File: src/rtl/rs_pkg.sv
// Shared definitions for the RS(16,8) decoder front end.
//   RS_N / RS_K : codeword and message length in symbols
//   SYM_W       : symbol width in bits
//   sched_state_t : frame scheduler states (FILL, WAIT, SEND, GAP)
package rs_pkg;

   localparam int unsigned RS_N  = 16;
   localparam int unsigned RS_K  = 8;
   localparam int unsigned SYM_W = 8;

   typedef enum logic [1:0] {
      FILL = 2'd0,
      WAIT = 2'd1,
      SEND = 2'd2,
      GAP  = 2'd3
   } sched_state_t;

endpackage

File: src/rtl/rs_frame_buf.sv
// One-frame symbol store for the frame scheduler.
// DEPTH x W register file, one synchronous write port, one asynchronous
// read port. Contents are not reset.
// Ports:
//   clk   : system clock
//   we    : write enable
//   waddr : write address
//   wdata : write data
//   raddr : read address
//   rdata : read data (combinational from raddr)
module rs_frame_buf #(
   parameter int unsigned DEPTH = 16,
   parameter int unsigned W     = 8,
   parameter int unsigned AW    = 4
) (
   input  logic          clk,
   input  logic          we,
   input  logic [AW-1:0] waddr,
   input  logic [W-1:0]  wdata,
   input  logic [AW-1:0] raddr,
   output logic [W-1:0]  rdata
);

   logic [W-1:0] mem [DEPTH];

   always_ff @(posedge clk) begin
      if (we) begin
         mem[waddr] <= wdata;
      end
   end

   assign rdata = mem[raddr];

endmodule

File: src/rtl/rs_dec_frame_sched.sv
// Frame scheduler in front of rs_decoder_16_8.
// Collects one FRAME_LEN-symbol frame from a valid/ready source, then replays
// it to the decoder as one contiguous burst framed by sop/eop. Bursts are held
// back while MAX_INFLIGHT frames are still being output by the decoder; frames
// are retired by counting FRAME_LEN symb_out_val pulses. Decoder output with
// nothing outstanding raises a sticky unexp_out flag.
// Optional feature macro: RS_DEC_SCHED_STATS_EN builds the saturating
// frames_sent / frames_done counters; otherwise both ports are tied to 0.
// Ports:
//   clk, rst_n            : clock, synchronous active-low reset
//   s_val, s_ready, s_data: upstream symbol stream
//   dec_din_val/sop/eop, dec_din : burst to decoder
//   dec_out_val           : decoder symb_out_val
//   inflight              : frames outstanding in the decoder
//   busy                  : scheduler not idle
//   unexp_out             : sticky unexpected-output flag
//   frames_sent/done      : statistics counters
module rs_dec_frame_sched
   import rs_pkg::*;
#(
   parameter int unsigned FRAME_LEN    = RS_N,
   parameter int unsigned MAX_INFLIGHT = 2,
   parameter int unsigned GAP_CYCLES   = 0
) (
   input  logic             clk,
   input  logic             rst_n,
   input  logic             s_val,
   output logic             s_ready,
   input  logic [SYM_W-1:0] s_data,
   output logic             dec_din_val,
   output logic             dec_din_sop,
   output logic             dec_din_eop,
   output logic [SYM_W-1:0] dec_din,
   input  logic             dec_out_val,
   output logic [2:0]       inflight,
   output logic             busy,
   output logic             unexp_out,
   output logic [15:0]      frames_sent,
   output logic [15:0]      frames_done
);

   localparam int unsigned CW = (FRAME_LEN > 1) ? $clog2(FRAME_LEN) : 1;
   localparam logic [CW-1:0] LAST = CW'(FRAME_LEN - 1);
   // gap_cnt counts down to 0 inclusive, so load one less than the length
   localparam logic [7:0] GAP_LOAD = (GAP_CYCLES > 0) ? 8'(GAP_CYCLES - 1) : 8'd0;

   sched_state_t state_q, state_d;

   logic [CW-1:0]    wr_cnt;
   logic [CW-1:0]    rd_cnt;
   logic [CW-1:0]    out_cnt;
   logic [7:0]       gap_cnt;
   logic [2:0]       inflight_q;
   logic             unexp_q;
   logic [SYM_W-1:0] rd_data;

   logic accept;
   logic last_wr;
   logic eop_cyc;
   logic can_send;
   logic out_ok;
   logic inc_evt;
   logic dec_evt;

   assign accept   = s_val && (state_q == FILL);
   assign last_wr  = accept && (wr_cnt == LAST);
   assign eop_cyc  = (state_q == SEND) && (rd_cnt == LAST);
   assign can_send = (inflight_q < 3'(MAX_INFLIGHT));
   // Decoder output only counts toward a frame while one is outstanding
   assign out_ok   = dec_out_val && (inflight_q != 3'd0);
   assign inc_evt  = eop_cyc;
   assign dec_evt  = out_ok && (out_cnt == LAST);

   rs_frame_buf #(
      .DEPTH (FRAME_LEN),
      .W     (SYM_W),
      .AW    (CW)
   ) u_buf (
      .clk   (clk),
      .we    (accept),
      .waddr (wr_cnt),
      .wdata (s_data),
      .raddr (rd_cnt),
      .rdata (rd_data)
   );

   // ---------------------------------------------------------------- state
   always_ff @(posedge clk) begin
      if (!rst_n) begin
         state_q <= FILL;
      end else begin
         state_q <= state_d;
      end
   end

   always_comb begin
      state_d = state_q;
      case (state_q)
         FILL: if (last_wr)  state_d = WAIT;
         WAIT: if (can_send) state_d = SEND;
         SEND: if (eop_cyc)  state_d = (GAP_CYCLES > 0) ? GAP : FILL;
         GAP:  if (gap_cnt == 8'd0) state_d = FILL;
         default: state_d = FILL;
      endcase
   end

   always_comb begin
      s_ready     = (state_q == FILL);
      dec_din_val = (state_q == SEND);
      dec_din_sop = (state_q == SEND) && (rd_cnt == '0);
      dec_din_eop = eop_cyc;
      dec_din     = (state_q == SEND) ? rd_data : '0;
      busy        = (state_q != FILL) || (wr_cnt != '0) || (inflight_q != 3'd0);
   end

   // ------------------------------------------------------------- counters
   always_ff @(posedge clk) begin
      if (!rst_n) begin
         wr_cnt  <= '0;
         rd_cnt  <= '0;
         gap_cnt <= '0;
      end else begin
         if (accept) begin
            wr_cnt <= last_wr ? '0 : wr_cnt + 1'b1;
         end

         if (state_q == SEND) begin
            rd_cnt <= eop_cyc ? '0 : rd_cnt + 1'b1;
         end else begin
            rd_cnt <= '0;
         end

         if (eop_cyc) begin
            gap_cnt <= GAP_LOAD;
         end else if ((state_q == GAP) && (gap_cnt != 8'd0)) begin
            gap_cnt <= gap_cnt - 8'd1;
         end
      end
   end

   // ------------------------------------------------------ inflight tracking
   always_ff @(posedge clk) begin
      if (!rst_n) begin
         out_cnt    <= '0;
         inflight_q <= '0;
         unexp_q    <= 1'b0;
      end else begin
         if (out_ok) begin
            out_cnt <= (out_cnt == LAST) ? '0 : out_cnt + 1'b1;
         end

         case ({inc_evt, dec_evt})
            2'b10:   inflight_q <= inflight_q + 3'd1;
            2'b01:   inflight_q <= inflight_q - 3'd1;
            default: inflight_q <= inflight_q;
         endcase

         if (dec_out_val && (inflight_q == 3'd0)) begin
            unexp_q <= 1'b1;
         end
      end
   end

   assign inflight  = inflight_q;
   assign unexp_out = unexp_q;

   // ---------------------------------------------------------- statistics
`ifdef RS_DEC_SCHED_STATS_EN
   logic [15:0] sent_q;
   logic [15:0] done_q;

   always_ff @(posedge clk) begin
      if (!rst_n) begin
         sent_q <= '0;
         done_q <= '0;
      end else begin
         if (inc_evt && (sent_q != '1)) begin
            sent_q <= sent_q + 16'd1;
         end
         if (dec_evt && (done_q != '1)) begin
            done_q <= done_q + 16'd1;
         end
      end
   end

   assign frames_sent = sent_q;
   assign frames_done = done_q;
`else
   assign frames_sent = '0;
   assign frames_done = '0;
`endif

endmodule

File: config.mk
export PLATFORM = sky130hd
export DESIGN_NAME = rs_dec_frame_sched
export DESIGN_NICKNAME = d
export VERILOG_FILES = /design/src/rtl/rs_pkg.sv /design/src/rtl/rs_frame_buf.sv /design/src/rtl/rs_dec_frame_sched.sv
export SDC_FILE = /design/constraint.sdc
export NUM_CORES = 1
export LEC_CHECK = 0
export ABC_AREA = 1
export CAP_MARGIN = 20
export CELL_PAD_IN_SITES_DETAIL_PLACEMENT = 1
export CELL_PAD_IN_SITES_GLOBAL_PLACEMENT = 2
export CORE_AREA = 5 5 112 219
export CTS_CLUSTER_SIZE = 16
export DETAILED_ROUTE_END_ITERATION = 16
export DIE_AREA = 0 0 117 224
export PLACE_DENSITY = 0.74
export SKIP_LAST_GASP = 1
export SLEW_MARGIN = 0
export SYNTH_ARGS = -nofsm -noshare
export SYNTH_HDL_FRONTEND = slang
export SYNTH_HIERARCHICAL = 1
export SYNTH_SLANG_ARGS = --single-unit
File: constraint.sdc
create_clock -name clk -period 2.2 [get_ports clk]
set_clock_uncertainty 0.1 [all_clocks]
set_input_delay 0.44 -clock clk [delete_from_list [all_inputs] [get_ports clk]]
set_output_delay 0.44 -clock clk [all_outputs]
set_load 0.02 [all_outputs]
==> results by group <==
Detailed routing
  – DR vias: between 5000 and 6000
  – Starting DRT DRC Count: 194
  – Vias per Instance: 4.63
  – Routed WL: 21000 um
  – Initial DRT Pass Iterations: 4
  – Antenna viol nets, final: 0
  – WL per Instance: 17.9 um
  – Drc violations: 0

Power and ir drop
  – Leakage: 0.00401 uW
  – Pwr Density: around 660 mW/mm2
  – Max VDD drop: 0.000535 V
  – Total chip power: 6250 uW

Worst setup path
  – Most frequent CP cell: nand3_2
  – Reg-to-reg slack, setup: 0.01 ns
  – Crit path max fanout: 6
  – Critical R2R Launch: rd_cnt[0]
  – Critical Path RT: 1.66 ns
  – CP top delay family: buffers and inverters
  – CP Launch Point: rd_cnt[0]
  – Startpoint Class: flip-flop
  – Worst R2R End: inflight[1]
  – Worst path bufs/invs: 5
  – CP Class: reg -> out
  – Register-to-Register Path Depth: 9
  – CP cell instances: inv_8 > buf_6 > clkbuf_16 > nand2_2 > nand3_2 > nand3_2 > nand3_2 > nand2_2 > inv_1 > nor2_1 > buf_4
  – Worst Path Arrival: 1.88 ns
  – Slowest cell on crit path: dfxtp_4
  – CP Capture Type: output port
  – Critical Path Max Stage Delay: 0.42 ns

Floorplan
  – Initial Util: 0.324
  – Die width: 117 um
  – Die Ht: 224 um
  – Core ar.: approximately 0.023 mm2
  – FP Rows: 78
  – # IOs: between 60 and 70
  – Die ar.: 0.0262 mm2

Global routing
  – Largest net degree at the start of global routing: 21
  – Total global routing overflow: 0
  – First-pass GRT wire length: 31700 um
  – GRT Util Overall: 0.164
  – Vias in the first global route: slightly below 6000
  – Initial antenna violation count: 0

Placed design
  – GPL Wtd Cong: 0.761
  – HPWL after detailed placement: 13900 um
  – PortBufs: 28

Synth
  – Share of the synthesized area in the top cell type: 0.524
  – Post-synth ARST share: 0
  – Top-count cell post-synth: nand2_1
  – Ys Warns: 6
  – Number of synthesized register bits: about 150
  – Avg Cell Area, Syn: 9.34 um2
  – Area leader, netlist: edfxtp_1
  – Post-Synthesis Cells: 786
  – Ys flop type: edfxtp_1
  – Share of the yosys chip area belonging to registers: 0.595
  – Top cells by count, synth: nand2_1, inv_1, edfxtp_1
  – Post-synth EDFFs: 128
  – Area contributors post-synth: edfxtp_1, nand2_1, nand3_1
  – Post-Synthesis Cell Area: about 0.0073 mm2
  – Distinct cells, synth: 34

Cells and area
  – # nets final: 901
  – Fillers: 2578
  – Antenna diodes: 0
  – Share of cells above drive strength 1: 0.244
  – Layout area overhead: 29.0%
  – Finished Core Util: 0.418

Timing
  – Final period utilization: 1.10
  – Setup WS post-layout: -0.215 ns
  – Post-route minimum period: 2.42 ns
  – Slew HR: 0.545
  – Final Hold Fails: 0
  – Unrepaired setup endpoints after global routing: yes
  – Setup violations, final: 10
  – Tightest Pin Transition: 0.680 ns
  – Max frequency: a little over 0.4 GHz
  – Max-slew violations: 0

Job
  – Max Cap Viol: 0

Run status
  – Status: finished, violations left
  – Violated checks: setup timing

Hold path
  – Worst Hold Path Cells: 2
  – Worst Hold Path EP: unexp_out
  – Worst min path class: reg -> reg
  – Min-delay src: unexp_out

CTS
  – Max Root-Sink Buffers: 2
  – CTS buffer count: 17
  – Root buf cell: clkbuf_16
  – Clk slew on worst S/H paths: 0.06 ns
  – CTS Sinks: 154
  – CTS HTree Levels: 4
  – Clk Latency, worst-skew pair: about 0.42 ns
  – CTS tree: built
stage by stage:
step                TNS [ns]  area [um2]  instances  setup WS [ns]  hold WS, ns
finish                 -1.63        9470       1173         -0.215        0.360
global route           -2.75        9470       1173         -0.297        0.382
CTS                    -1.98        9230       1171         -0.235        0.363
detailed placement     -2.32        8210       1126         -0.263        0.350
global placement       -2.04        8210       1126         -0.246        0.346
floorplan                  0        7460        817         0.0921        0.355
cells by family (layout without fill, tap and decap cells):
kind of cell / after synthesis / count (layout) / synth area share
buffers and inverters: 197 / 273 / 0.128
and+or+nand+nor: 390 / 390 / 0.228
other: 1 / 32 / 0.000511
adders and majority gates: 9 / 9 / 0.0164
DFF: 154 / 154 / 0.595
xor gates and xnor gates: 6 / 6 / 0.00716
AOI/OAI and AO/OA: 29 / 29 / 0.0251
routing by layer:
layer / global-route usage / wire [um]
met5: 0 / 0
met4: 0.0704 / 719
met3: 0.0335 / 632
met2: 0.312 / 12100
met1: 0.166 / 7530
power breakdown:
group	internal, uW	switching, uW	leakage (uW)
combinational	66.8	177	0.00239
clock	1650	1150	0.000260
sequential	3180	13.0	0.00137
total	4910	1340	0.00401
cell type report:
type	instances	area, um2	area share
Clock inverter	13	129	0.0136
Sequential cell	154	4370	0.462
Multi-Input combinational cell	466	2510	0.265
Clock buffer	19	433	0.0457
Timing Repair Buffer	101	1140	0.120
Tap cell	280	350	0.0370
Inverter	140	536	0.0565
how the worst max path moves through the flow:
stage | to | depth (start not counted) | slack [ns]
2_1_floorplan | inflight[1] | 8 | 0.09
3_3_place_gp | dec_din[3] | 11 | -0.25
3_5_place_dp | dec_din[3] | 11 | -0.26
4_1_cts | dec_din[3] | 11 | -0.23
5_1_grt | dec_din[6] | 11 | -0.30
6_report | dec_din[0] | 11 | -0.22
sequential cells by signal (all words and copies together), names as in the netlist:
| name | flops |
|---|---|
| u_buf/mem | 128 |
| gap_cnt | 8 |
| out_cnt | 4 |
| rd_cnt | 4 |
| wr_cnt | 4 |
| inflight | 3 |
| state_q | 2 |
| unexp_out | 1 |
tightest hold or removal path, delay by kind of cell (launching register included):
family	cells	cell delay (ns)
AOI/OAI and AO/OA	1	0.05
DFF	1	0.31
buffers and inverters	1	0.05
timing repair:
| action | in CTS | in global routing |
|---|---|---|
| pin swaps | 39 | 26 |
| hold buffers | 0 | 0 |
| buffers inserted | 6 | 0 |
| setup endpoints to repair | 15 | 13 |
| resized for setup | 117 | 49 |
| cloned | 7 | 3 |
cells in the final DEF, fill, tap and decap left out, types with 3 or more instances in the layout:
| master | n |
|---|---|
| a21oi_1 | 9 |
| a21oi_2 | 8 |
| buf_12 | 10 |
| buf_16 | 6 |
| buf_4 | 57 |
| buf_6 | 4 |
| clkbuf_16 | 20 |
| clkdlybuf4s50_1 | 15 |
| clkinv_2 | 3 |
| clkinvlp_4 | 5 |
| conb_1 | 32 |
| dfxtp_1 | 24 |
| edfxtp_1 | 128 |
| ha_1 | 8 |
| inv_1 | 134 |
| inv_2 | 4 |
| nand2_1 | 188 |
| nand2_2 | 26 |
| nand2_4 | 4 |
| nand3_1 | 61 |
| nand3_2 | 45 |
| nand4_1 | 5 |
| nor2_1 | 45 |
| nor2_2 | 4 |
| nor2_4 | 3 |
| o21ai_0 | 7 |
| o21ai_1 | 3 |
| xnor2_1 | 3 |
| xor2_1 | 3 |
(Power assumes the default switching activity.)
==> variant (config.mk and constraints unchanged) <==
Add a define of `RS_DEC_SCHED_STATS_EN`.
--- a/src/rtl/rs_dec_frame_sched.sv
+++ b/src/rtl/rs_dec_frame_sched.sv
@@ -15,6 +15,8 @@
 //   busy                  : scheduler not idle
 //   unexp_out             : sticky unexpected-output flag
 //   frames_sent/done      : statistics counters
+`define RS_DEC_SCHED_STATS_EN
+
 module rs_dec_frame_sched
    import rs_pkg::*;
 #(
Check against the original RTL: same outputs for any inputs over 10 cycles, from zero or initial values and one cycle with rst_n low; that may be too few to reach the edited logic, so the function may still have changed.
==> variant against the unedited design <==
Sequential power increased by 18%. Power up 11%. Sequential cell count increased by 32. Critical path depth is 1 lower. Setup slack improved by 0.0030 ns. Synthesized area increased by 23%. Cell area is 20% higher. Non-clock buffer count up 50. Wire length rose by 23%. The run still ends with setup timing left. Sequential share of layout area shrank 2.2 points. Worst hold slack improved by 0.0040 ns. Highest routed layer unchanged. Count of clock-buffer cells in the layout is 1 lower.
==> variant: results (changes against the unedited design) <==
.. list-table::
   :header-rows: 1

   * - Metric
     - Value
   * - LEAKAGE
     - 4.73 nW (+18%)
   * - Worst Max-Slew Pin Slew
     - 0.652 ns (-0.0279 ns)
   * - Filler instances
     - 2,672 (+3.6%)
   * - Status
     - finished, violations left
   * - Wire length of the first global-routing pass
     - 40,700 um (+28%)
   * - Final-stage net count
     - 1,204 (+34%)
   * - DRC marker count from the first detailed-route iteration
     - 232 (+20%)
   * - Post-DP HPWL
     - 18,500 um (+33%)
   * - Violated checks
     - setup timing
   * - Routed WL
     - 25,800 um (+23%)
   * - Total setup violations reported at the end of the flow
     - 14 (+4)
   * - Top area cells in the synthesized netlist
     - sky130_fd_sc_hd__edfxtp_1 (43%), sky130_fd_sc_hd__dfxtp_1 (13%), sky130_fd_sc_hd__nand2_1 (13%), sky130_fd_sc_hd__nand3_1 (6.9%), sky130_fd_sc_hd__inv_1 (6.6%)
   * - Seq/Total Area, Yosys
     - 55.4% (-4.1 points)
   * - Maximum vdd drop
     - 0.490 mV (-8.3%)
   * - Overall routing resource usage
     - 20.6% (+4.3 points)
   * - Vias in the first global route
     - 7,692 (+32%)
   * - Slack of the critical path
     - -0.212 ns (+0.00300 ns)
   * - Most used standard cells in the synthesized netlist
     - sky130_fd_sc_hd__nand2_1 (306), sky130_fd_sc_hd__inv_1 (158), sky130_fd_sc_hd__edfxtp_1 (128)
   * - Clock latency reported for the late side of the worst-skew pair
     - 0.45 ns (+0.03 ns)
   * - Vias after detailed routing
     - 7,201 (+33%)
   * - Largest net degree at the start of global routing
     - 26 (+24%)
   * - Number of distinct library cells after synthesis
     - 37 (+8.8%)
   * - Power attributed to the clock group
     - 2.96 mW (+5%)
   * - Share of final-layout standard cells stronger than drive strength 1
     - 18.4% (-6.0 points)
   * - Final estimated routing congestion in global placement
     - 0.787 (+3.5%)
==> variant: changes by cell type in the layout (fill, tap and decap cells not counted), sizes merged, moves of 5 or more <==
cell,delta
a21oi,+26
buf,+20
clkdlybuf4s50,+32
conb,-32
dfxtp,+32
inv,+25
nand2,+105
nand3,+17
nand4,+8
nor2,+46
xnor2,+5
xor2,+8
==> variant: cell type report <==
class / count / area (um^2) / share of cell area [%]
Sequential cell: 186 / 5010 / 44.0
Multi-Input combinational cell: 661 / 3310 / 29.1
Timing Repair Buffer: 151 / 1540 / 13.5
Inverter: 164 / 626 / 5.49
Clock buffer: 18 / 439 / 3.85
Tap cell: 280 / 350 / 3.07
Clock inverter: 14 / 123 / 1.08
==> variant: kinds of logic (layout without fill, tap and decap cells) <==
kind of cell             after synthesis  after routing  synth area share, %
AND/OR/NAND/NOR                      570            570                 27.4
buffers and inverters                198            347                 9.50
flip-flops                           186            186                 55.4
AO/OA/AOI/OAI                         61             61                 4.21
XOR/XNOR                              19             19                 1.84
adder cells (fa/ha/maj)               11             11                 1.61
==> variant: through the flow <==
step | setup TNS [ns] | instance area, um^2 | power [mW] | setup WS (ns) | cells
final | -2.22 | 11400 | 6.95 | -0.212 | 1474
after global routing | -4.35 | 11400 | 7.20 | -0.348 | 1474
after CTS | -2.36 | 11300 | 7.04 | -0.240 | 1468
after detailed placement | -3.77 | 10500 | 4.08 | -0.266 | 1430
after global placement | -3.05 | 10500 | 4.07 | -0.275 | 1430
after floorplan | 0 | 9030 | 3.94 | 0.0356 | 1045
==> variant: path summary, 6_finish.rpt <==
kind,depth (start not counted),slack [ns],end
max reg2reg,14,-0.17,inflight[1]$_SDFFE_PN0P_
min reg2reg,2,0.36,gap_cnt[0]$_SDFFE_PP0N_
min,2,0.36,gap_cnt[0]$_SDFFE_PP0N_
max,10,-0.21,dec_din[6]
==> variant: worst max-delay path, cell delays in order (launching register included) <==
cell and delay, ns:
sky130_fd_sc_hd__dfxtp_4 0.41, sky130_fd_sc_hd__buf_4 0.16, sky130_fd_sc_hd__clkbuf_16 0.16, sky130_fd_sc_hd__nand2_1 0.07, sky130_fd_sc_hd__nand3_1 0.08, sky130_fd_sc_hd__nand3_2 0.11
sky130_fd_sc_hd__nand3_2 0.09, sky130_fd_sc_hd__nand2_1 0.07, sky130_fd_sc_hd__inv_1 0.04, sky130_fd_sc_hd__nor2_1 0.09, sky130_fd_sc_hd__buf_4 0.15
==> variant: layer usage <==
layer / vias up / global-route usage, % / routed length [um]
met2: 98 / 40.4 / 15100
li1: 3605 / - / -
met4: 0 / 7.67 / 704
met5: - / 0 / 0
met1: 3462 / 20.9 / 9380
met3: 36 / 3.54 / 525
